==> config.mk <==
export PLATFORM = sky130hd
export DESIGN_NAME = mac_accumulator
export DESIGN_NICKNAME = d
export VERILOG_FILES = /design/src/rtl/mac_accumulator_pkg.sv /design/src/rtl/acc_add.sv /design/src/rtl/mac_accumulator.sv
export SDC_FILE = /design/constraint.sdc
export NUM_CORES = 1
export LEC_CHECK = 0
export BUFFER_PORTS_ARGS = -buffer_cell sky130_fd_sc_hd__buf_4
export CAP_MARGIN = 15
export CORE_MARGIN = 5
export CORE_UTILIZATION = 48
export CTS_CLUSTER_SIZE = 10
export DETAILED_ROUTE_END_ITERATION = 7
export PLACE_DENSITY_LB_ADDON = 0.05
export SLEW_MARGIN = 20
export SYNTH_ARGS = -nofsm -noshare
export SYNTH_HDL_FRONTEND = slang
export SYNTH_SLANG_ARGS = --single-unit
==> constraint.sdc <==
create_clock -name clk -period 2.3 [get_ports clk]
set_clock_uncertainty 0.2 [all_clocks]
set_input_delay 0.46 -clock clk [delete_from_list [all_inputs] [get_ports clk]]
set_output_delay 0.46 -clock clk [all_outputs]
set_load 0.03 [all_outputs]
==> src/rtl/mac_accumulator_pkg.sv <==
// Shared types and default widths for the product accumulator.
// Saturating overflow is selected with the MAC_ACCUMULATOR_SAT_EN macro.
package mac_accumulator_pkg;

    typedef enum logic [1:0] {
        IDLE  = 2'd0,
        ACCUM = 2'd1,
        HOLD  = 2'd2
    } state_e;

    localparam int DEF_N     = 4;
    localparam int DEF_ACC_W = 2 * DEF_N + 4;
    localparam int DEF_CNT_W = 8;

endpackage

==> src/rtl/acc_add.sv <==
// ACC_W-bit accumulator adder with carry-out.
// MAC_ACCUMULATOR_SAT_EN defined: clamp to all-ones on carry; otherwise wrap.
module acc_add
    import mac_accumulator_pkg::*;
#(
    parameter int ACC_W = DEF_ACC_W
) (
    input  logic [ACC_W-1:0] a_i,
    input  logic [ACC_W-1:0] b_i,
    output logic [ACC_W-1:0] sum_o,
    output logic             carry_o
);

    logic [ACC_W:0] full_sum;

    assign full_sum = {1'b0, a_i} + {1'b0, b_i};
    assign carry_o  = full_sum[ACC_W];

`ifdef MAC_ACCUMULATOR_SAT_EN
    // Once clamped, any later add either carries again or adds zero, so it stays clamped.
    assign sum_o = carry_o ? {ACC_W{1'b1}} : full_sum[ACC_W-1:0];
`else
    assign sum_o = full_sum[ACC_W-1:0];
`endif

endmodule

==> src/rtl/mac_accumulator.sv <==
// Packet accumulator for multiplier products: sums beats until in_last, then holds the result.
// Overflow handling depends on MAC_ACCUMULATOR_SAT_EN (see acc_add).
module mac_accumulator
    import mac_accumulator_pkg::*;
#(
    parameter int N     = DEF_N,
    parameter int ACC_W = 2 * N + 4,
    parameter int CNT_W = DEF_CNT_W
) (
    input  logic             clk,
    input  logic             rst_n,
    input  logic             in_valid,
    output logic             in_ready,
    input  logic [2*N-1:0]   in_data,
    input  logic             in_last,
    output logic             out_valid,
    input  logic             out_ready,
    output logic [ACC_W-1:0] out_data,
    output logic [CNT_W-1:0] out_count,
    output logic             out_ovf
);

    state_e             state_q, state_d;
    logic [ACC_W-1:0]   acc_q, acc_d;
    logic [CNT_W-1:0]   cnt_q, cnt_d;
    logic               ovf_q, ovf_d;

    logic               accept;
    logic [ACC_W-1:0]   in_ext;
    logic [ACC_W-1:0]   add_sum;
    logic               add_carry;

    assign accept = in_valid && in_ready;
    assign in_ext = ACC_W'(in_data);

    acc_add #(
        .ACC_W (ACC_W)
    ) u_acc_add (
        .a_i     (acc_q),
        .b_i     (in_ext),
        .sum_o   (add_sum),
        .carry_o (add_carry)
    );

    always_ff @(posedge clk or negedge rst_n) begin
        if (!rst_n) begin
            state_q <= IDLE;
        end else begin
            state_q <= state_d;
        end
    end

    always_comb begin
        state_d = state_q;
        case (state_q)
            IDLE, ACCUM: begin
                if (accept) begin
                    state_d = in_last ? HOLD : ACCUM;
                end
            end
            HOLD: begin
                if (out_ready) begin
                    state_d = IDLE;
                end
            end
            default: state_d = IDLE;
        endcase
    end

    // HOLD blocks input, so the next packet's first beat lands one cycle after the handshake.
    always_comb begin
        in_ready  = (state_q != HOLD);
        out_valid = (state_q == HOLD);
        out_data  = acc_q;
        out_count = cnt_q;
        out_ovf   = ovf_q;
    end

    always_comb begin
        acc_d = acc_q;
        cnt_d = cnt_q;
        ovf_d = ovf_q;
        if (accept) begin
            if (state_q == IDLE) begin
                // First beat of a packet replaces whatever the last packet left behind.
                acc_d = in_ext;
                cnt_d = CNT_W'(1);
                ovf_d = 1'b0;
            end else begin
                acc_d = add_sum;
                cnt_d = (&cnt_q) ? cnt_q : cnt_q + CNT_W'(1);
                ovf_d = ovf_q | add_carry;
            end
        end
    end

    always_ff @(posedge clk or negedge rst_n) begin
        if (!rst_n) begin
            acc_q <= '0;
            cnt_q <= '0;
            ovf_q <= 1'b0;
        end else begin
            acc_q <= acc_d;
            cnt_q <= cnt_d;
            ovf_q <= ovf_d;
        end
    end

endmodule

==> results of run 1 <==
[cell usage after synthesis, types with 4 or more instances]
cell,number,area (um^2)
inv_1,4,15.0
dfrtp_1,23,576
o21ai_0,11,55.1
nand3b_1,4,30.0
a21oi_1,18,90.1
nand2_1,18,67.6
nor3_1,4,20.0
ha_1,9,113
nor2_1,20,75.1
nand3_1,4,20.0
o211ai_1,4,30.0
[through the flow]
step | worst slack (ps) | hold slack (ps)
3_3_place_gp | -55.4 | 173
6_report | 126 | 136
3_5_place_dp | -123 | 176
4_1_cts | 34.2 | 123
5_1_grt | 21.2 | 120
2_1_floorplan | 16.6 | -35.6
[registers in the layout, indices dropped and copies added, names as in the netlist]
| signal | flops |
|---|---|
| out_data | 12 |
| out_ovf | 1 |
| state_q | 2 |
| out_count | 8 |
[repair_timing]
item                       4_1_cts  5_1_grt
hold buffers                     1        0
resized for setup                0        2
buffers inserted                 0        1
hold endpoints to repair        23        0
setup endpoints to repair        0        1
[layer usage]
layer | vias up | track usage | share of wire
met5 | - | 0 | 0
met4 | 0 | 0.0330 | 0.0027
met3 | 2 | 0.0354 | 0.071
met2 | 42 | 0.316 | 0.50
met1 | 673 | 0.231 | 0.43
li1 | 731 | - | -
[worst paths after layout]
path	from	to	cells past startpoint
max	out_data[0]	out_data[8]	8
min	out_ready	state_q[1]	2
max reg2reg	out_data[0]	out_data[8]	8
min reg2reg	out_data[2]	out_data[2]	2
max in group asynchronous	rst_n	out_data[0]	2
min in group asynchronous	rst_n	out_data[3]	2
[cell type report]
type | instances | area (um^2) | share of cell area
clock buffers | 4 | 26.3 | 0.0133
inverters | 5 | 18.8 | 0.00950
multi-input cells | 140 | 950 | 0.481
flip-flops and latches | 23 | 578 | 0.293
well taps | 44 | 55.1 | 0.0279
repair buffers | 46 | 348 | 0.176
[worst reg2reg max path: stages, from the launching register on]
cell      delay, ps
dfrtp_2         400
ha_4            130
inv_1            50
fa_2            340
nand2b_4        150
a21oi_2         150
o211ai_1        140
mux2_1          340
a311oi_2        190
[power breakdown]
group          internal, uW  switching, uW  leakage [uW]
logic                   525            683      0.000608
registers               514            132      0.000289
clock network          67.5            120     0.0000150
total                  1110            936      0.000912
[cell families (layout without fill, tap and decap cells)]
family	count (synthesis)	count (layout)	share of synthesized area
AO/OA/AOI/OAI	51	51	0.222
XOR/XNOR	6	6	0.0342
adder cells (fa/ha/maj)	10	10	0.0863
buffers and inverters	10	55	0.0261
flip-flops	23	23	0.375
multiplexers	5	5	0.0342
AND/OR/NAND/NOR	68	68	0.223
==> flow_summary.json, run 1 <==
{
  "via_count": 1448,
  "syn_area_per_cell_um2": 8.88,
  "path_buf_inv": 1,
  "drive_gt1_frac": 0.275,
  "antenna_found_initial": 0,
  "cts_tree": "yes",
  "power_density_nw_per_um2": 1030,
  "fin_crit_ps": 2170,
  "gr-total-overflow": 0,
  "rsz0062_at_grt": "false",
  "area_growth_pct": 28.6,
  "start_util": 0.503,
  "fin_util": 0.647,
  "grt_pass1_wl_um": 6330,
  "die_w_um": 66.6,
  "drt_wl_total_um": 3750,
  "crit_required_ps": 2320,
  "die-area_um2": 4430,
  "worstMarginPinSlew_ps": 415,
  "final_cell_mix": "45 x buf_4, 21 x dfrtp_1, 20 x nor2_1",
  "cp_top_family": "compound AO/OA/AOI/OAI gates",
  "tns_ps": 0,
  "vias_per_cell": 5.53,
  "synthArstFlopShare": 1.00,
  "synth-seq-cells": 23,
  "grt_usage": 0.181,
  "cts_buffers": 3,
  "portBuffers": 35,
  "clock_insertion_delay_worst_skew_ps": 300,
  "cts_root_buf": "clkbuf_4",
  "die_h_um": 66.6,
  "finalHoldViolCount": 0,
  "relSlewSlack": 0.722,
  "grt_start_max_net_pins": 24,
  "final_common_cell": "buf_4",
  "min_period_over_period": 0.945,
  "htree_levels": 1,
  "nets": 242,
  "setup_viol": 0,
  "post_dp_cell_area_um2": 1920,
  "synth_edf_count": 0,
  "rows": 20,
  "finalPower_uw": 2040,
  "max_stage_delay_ps": 400,
  "hp-class": "input port to flop",
  "ys_seq_area_frac": 0.375,
  "ys_types": 42,
  "design_area_um2": 1980,
  "grt_pass1_vias": 1423,
  "status": "complete, no violations",
  "fillers": 285,
  "diodes": 0,
  "routedWlPerCell_um": 14.3,
  "ant_nets": 0,
  "synth_area_um2": 1540,
  "drv_cap": 0,
  "synth_ff_type": "dfrtp_1",
  "rrSetupSlack_ps": 130,
  "crit_chain": "ha_4 -> inv_1 -> fa_2 -> nand2b_4 -> a21oi_2 -> o211ai_1 -> mux2_1 -> a311oi_2",
  "place_inst": 256,
  "ir_drop_v": 0.000575,
  "core_area_um2": 3050,
  "slowest_stage": "dfrtp_2",
  "cts_sinks": 23,
  "gp_congestion": 0.880,
  "cp_max_fo": 2,
  "io_pins": 36,
  "synth_warnings": 0,
  "clk_pin_slew_ps": 130,
  "drt_iter0_markers": 74,
  "cp.arrival_ps": 2190,
  "end_kind": "flop",
  "crit_type": "flop to flop",
  "drv_slew": 0,
  "syn_inst": 173,
  "leakagePower_uw": 0.000912,
  "clockBufferDepth": 2,
  "timing.fmax_ghz": 0.460,
  "critPathLaunchType": "flop",
  "hpwl_um": 2870,
  "fin_cells": 262,
  "drc": 0,
  "syn_nets": 196,
  "firstDrtPassIters": 4
}
(Power assumes the default switching activity.)
==> run 2: changes to the inputs <==
Settings changed: CORE_UTILIZATION 48 to 38.
==> run 2 against run 1 <==
Effect of this change: sequential share of layout area decreased by 0.58 points; die area increased by 22%; clock power up 41%; non-clock buffer count is the same; hold slack better by 57 ps; via count up 1.6%; sequential power increased by 0.6%; global-route usage shrank 1.7 points; critical path type unchanged; largest cell class unchanged.
==> flow_summary.json, run 2 (synthesized netlist as in run 1, its figures left out) <==
{
  "status": "complete, no violations",
  "place_inst": 263,
  "crit_start": "out_data[0]",
  "min_to": "state_q[1]",
  "drv_slew": 0,
  "clockBufferDepth": 2,
  "clk_pin_slew_ps": 90,
  "leakagePower_uw": 0.000931,
  "min_path_cells": 2,
  "area_growth_pct": 31.2,
  "via_count": 1471,
  "antenna_found_initial": 0,
  "rr_startpoint": "out_data[0]",
  "post_dp_cell_area_um2": 1940,
  "drt_wl_total_um": 4200,
  "seq_area_um2": 578,
  "hp-class": "input port to flop",
  "rrSetupSlack_ps": 70,
  "largest_reg_flops": 12,
  "cp_max_fo": 3,
  "hold_path.startpoint": "out_ready",
  "relSlewSlack": 0.734,
  "die-area_um2": 5410,
  "crit_required_ps": 2280,
  "rsz0062_at_grt": "true",
  "design_area_um2": 2020,
  "routedWlPerCell_um": 15.7,
  "power_density_nw_per_um2": 1070,
  "cts_sinks": 23,
  "post_cts_buffers": 0,
  "p_seq_frac": 0.301,
  "hpwl_um": 3130,
  "vias_per_cell": 5.49,
  "diodes": 0,
  "htree_levels": 1,
  "ir_drop_v": 0.000427,
  "reg2reg_to": "out_data[8]",
  "drv_cap": 0,
  "final_common_cell": "buf_4",
  "grt_start_max_net_pins": 24,
  "die_h_um": 73.6,
  "die_w_um": 73.6,
  "io_pins": 36,
  "cp.arrival_ps": 2220,
  "grt_usage": 0.163,
  "fin_util": 0.508,
  "fin_cells": 268,
  "drive_gt1_frac": 0.284,
  "fin_crit_ps": 2230,
  "gr-total-overflow": 0,
  "clock_insertion_delay_worst_skew_ps": 270,
  "core_area_um2": 3970,
  "critPathLaunchType": "flop",
  "portBuffers": 35,
  "drc": 0,
  "firstDrtPassIters": 4,
  "fillers": 390,
  "grt_pass1_wl_um": 6960,
  "power_frac_comb": 0.577,
  "cts_buffers": 3,
  "min_period_over_period": 0.970,
  "rows": 23,
  "timing.fmax_ghz": 0.448,
  "gp_congestion": 0.944,
  "multi_input_area_um2": 962,
  "final_cell_mix": "45 x buf_4, 21 x dfrtp_1, 20 x nor2_1",
  "grt_pass1_vias": 1500,
  "crit_type": "flop to flop",
  "drt_iter0_markers": 139,
  "cts_tree": "yes",
  "nets": 242,
  "swShare": 0.457,
  "finalHoldViolCount": 0,
  "ff2ff_path_depth": 8,
  "p_sw_uw": 987,
  "clock_power_share": 0.123,
  "ant_nets": 0,
  "setup_viol": 0,
  "start_util": 0.387,
  "cts_root_buf": "clkbuf_8",
  "worstMarginPinSlew_ps": 398,
  "end_kind": "flop",
  "p_int_uw": 1170
}
==> run 2: critical path, cell delays in order (launching register included) <==
cell      delay, ps
dfrtp_2         400
ha_4            130
inv_1            40
fa_1            370
nand2b_4        170
a21oi_4         130
o211ai_1        130
mux2_4          330
a311oi_2        240
==> run 2: layout make-up <==
class / count / area share
clock buffer: 3 / 0.0205
timing repair buffer: 46 / 0.173
clock inverter: 1 / 0.00248
sequential: 23 / 0.287
multi-input combinational: 140 / 0.477
tap: 50 / 0.0310
inverter: 5 / 0.00931
==> run 2: power by group through the flow <==
stage | clock (uW) | combinational [uW] | sequential [uW]
global placement | 0 | 1190 | 648
global route | 290 | 1360 | 672
floorplan | 0 | 586 | 838
finish | 265 | 1250 | 650
detailed placement | 0 | 1210 | 656
CTS | 277 | 1220 | 647
==> run 2: layer usage <==
layer  vias to the layer above  share of wire  GRT usage
met5                         -              0          0
met4                         0         0.0074     0.0543
met3                         4          0.057     0.0260
met2                        46           0.49      0.275
met1                       690           0.44      0.212
li1                        731              -          -
==> run 2: how the worst max path moves through the flow <==
stage,to,slack [ps]
final,out_data[8],70
after detailed placement,out_data[8],-130
after global placement,out_data[8],-60
after CTS,out_data[8],40
after global routing,out_data[8],-30
after floorplan,out_data[8],20
==> run 2: repair_timing <==
| item | CTS | global route |
|---|---|---|
| endpoints found under the hold margin | 23 | 0 |
| hold buffers | 1 | 0 |
| resized for setup | 0 | 4 |
| setup endpoints to repair | 0 | 2 |
==> run 2: per-stage QoR <==
step | setup slack [ps] | hold WS, ps | setup TNS, ps | total power [uW]
after floorplan | 16.6 | -35.6 | 0 | 1420
after global placement | -58.7 | 181 | -83.2 | 1830
after detailed placement | -127 | 189 | -256 | 1860
after CTS | 43.9 | 180 | 0 | 2140
after global routing | -28.1 | 188 | -42.8 | 2320
final | 68.5 | 193 | 0 | 2160
==> run 3: changes to the inputs <==
Settings changed: SETUP_SLACK_MARGIN set to 0.3.
==> run 3 against run 2 <==
Effect of this change: non-clock buffer count grew 3; critical path type unchanged; highest routed layer unchanged; sequential power is 2% higher; combinational power rose by 5%; critical endpoint unchanged.
==> flow_summary.json, run 3 (synthesized netlist as in run 1, its figures left out) <==
{
  "firstDrtPassIters": 4,
  "clockBufferDepth": 2,
  "finalHoldViolCount": 0,
  "leakagePower_uw": 0.000944,
  "grt_usage": 0.158,
  "drt_wl_total_um": 4130,
  "rsz0062_at_grt": "true",
  "hold_path.startpoint": "out_ready",
  "ant_nets": 0,
  "min_period_over_period": 0.941,
  "multi_input_area_um2": 1030,
  "seq_area_um2": 581,
  "drt_iter0_markers": 62,
  "place_inst": 259,
  "rrSetupSlack_ps": 140,
  "cts_tree": "yes",
  "largest_reg_flops": 12,
  "vias_per_cell": 5.54,
  "diodes": 0,
  "hp-class": "input port to flop",
  "final_common_cell": "buf_4",
  "clk_pin_slew_ps": 90,
  "fillers": 399,
  "setup_viol": 0,
  "min_to": "state_q[1]",
  "cts_root_buf": "clkbuf_8",
  "routedWlPerCell_um": 15.3,
  "fin_crit_ps": 2160,
  "die_h_um": 73.6,
  "via_count": 1502,
  "crit_required_ps": 2280,
  "rr_startpoint": "out_data[0]",
  "min_path_cells": 2,
  "gr-total-overflow": 0,
  "ff2ff_path_depth": 8,
  "die_w_um": 73.6,
  "slowest_stage": "dfrtp_2",
  "area_growth_pct": 37.1,
  "reg2reg_to": "out_data[8]",
  "timing.fmax_ghz": 0.462,
  "tns_ps": 0,
  "design_area_um2": 2110,
  "grt_pass1_vias": 1498,
  "post_dp_cell_area_um2": 1930,
  "worstMarginPinSlew_ps": 389,
  "rows": 23,
  "clock_insertion_delay_worst_skew_ps": 270,
  "end_kind": "flop",
  "cts_buffers": 3,
  "die-area_um2": 5410,
  "drv_slew": 0,
  "start_util": 0.387,
  "fin_cells": 271,
  "drv_cap": 0,
  "core_area_um2": 3970,
  "htree_levels": 1,
  "grt_pass1_wl_um": 6740,
  "nets": 245,
  "status": "complete, no violations",
  "drive_gt1_frac": 0.344,
  "cts_sinks": 23,
  "ir_drop_v": 0.000463,
  "cp.arrival_ps": 2140,
  "power_density_nw_per_um2": 1060,
  "max_stage_delay_ps": 400,
  "hpwl_um": 2990,
  "grt_start_max_net_pins": 24,
  "io_pins": 36,
  "crit_type": "flop to flop",
  "drc": 0,
  "crit_chain": "ha_4 -> inv_2 -> fa_2 -> nand2b_4 -> a21oi_4 -> o211ai_1 -> mux2_1 -> a311oi_1",
  "antenna_found_initial": 0,
  "gp_congestion": 0.818,
  "timing.hold.ws_ps": 174,
  "portBuffers": 35,
  "relSlewSlack": 0.739,
  "critPathLaunchType": "flop",
  "cp_max_fo": 2,
  "final_cell_mix": "48 x buf_4, 20 x nor2_1, 19 x dfrtp_1"
}
[run 3: cell types whose count changed in the layout (fill, tap and decap cells not counted), moves of 2 or more]
cell,delta
buf_4,+3
ha_1,-4
ha_4,+3
dfrtp_2,+2
a21oi_1,-2
dfrtp_1,-2
[run 3: cell type report]
class,count,area share
Clock buffer,3,0.0196
Inverter,5,0.00891
Sequential cell,23,0.276
Timing Repair Buffer,49,0.176
Clock inverter,1,0.00238
Tap cell,50,0.0297
Multi-Input combinational cell,140,0.488
[run 3: metrics by stage]
step,util,power [uW],setup slack [ps]
final,0.531,2230,136
after global placement,0.486,1820,40.6
after CTS,0.504,2130,126
after global routing,0.531,2390,75.8
after floorplan,-,1450,110
after detailed placement,0.486,1840,-25.4
[run 3: routing by layer]
metal	global-route usage	wire (um)	share of wire	up-vias
met1	0.209	1920	0.47	720
li1	-	-	-	732
met5	0	0	0	-
met4	0.0543	49	0.012	0
met2	0.262	1970	0.48	45
met3	0.0246	185	0.045	5
[run 3: repair_timing]
item | 4_1_cts | 5_1_grt
pin swaps | 1 | 5
hold endpoints to repair | 23 | 0
setup endpoints to repair | 6 | 9
buffers inserted | 1 | 6
resized for setup | 1 | 12
hold buffers | 1 | 0
[run 3: worst max path at each step]
| stage | start | to | cells past startpoint |
|---|---|---|---|
| 2_1_floorplan | out_data[0] | out_data[8] | 8 |
| 3_3_place_gp | in_data[0] | out_data[8] | 9 |
| 3_5_place_dp | in_data[0] | out_data[8] | 9 |
| 4_1_cts | out_data[0] | out_data[8] | 8 |
| 5_1_grt | out_data[0] | out_data[8] | 8 |
| 6_report | out_data[0] | out_data[8] | 8 |
[run 3: power by group]
| group | leakage, uW | total [uW] | internal, uW | switching (uW) |
|---|---|---|---|---|
| combinational | 0.000631 | 1310 | 586 | 725 |
| sequential | 0.000287 | 662 | 518 | 144 |
| clock | 0.0000255 | 262 | 121 | 140 |
[run 3: critical path, delay by kind of cell, from the launching register on]
family	cells	cell delay [ps]
adders and majority gates	2	480
AOI/OAI and AO/OA	3	450
DFF	1	400
muxes	1	330
and+or+nand+nor	1	170
buffers and inverters	1	40
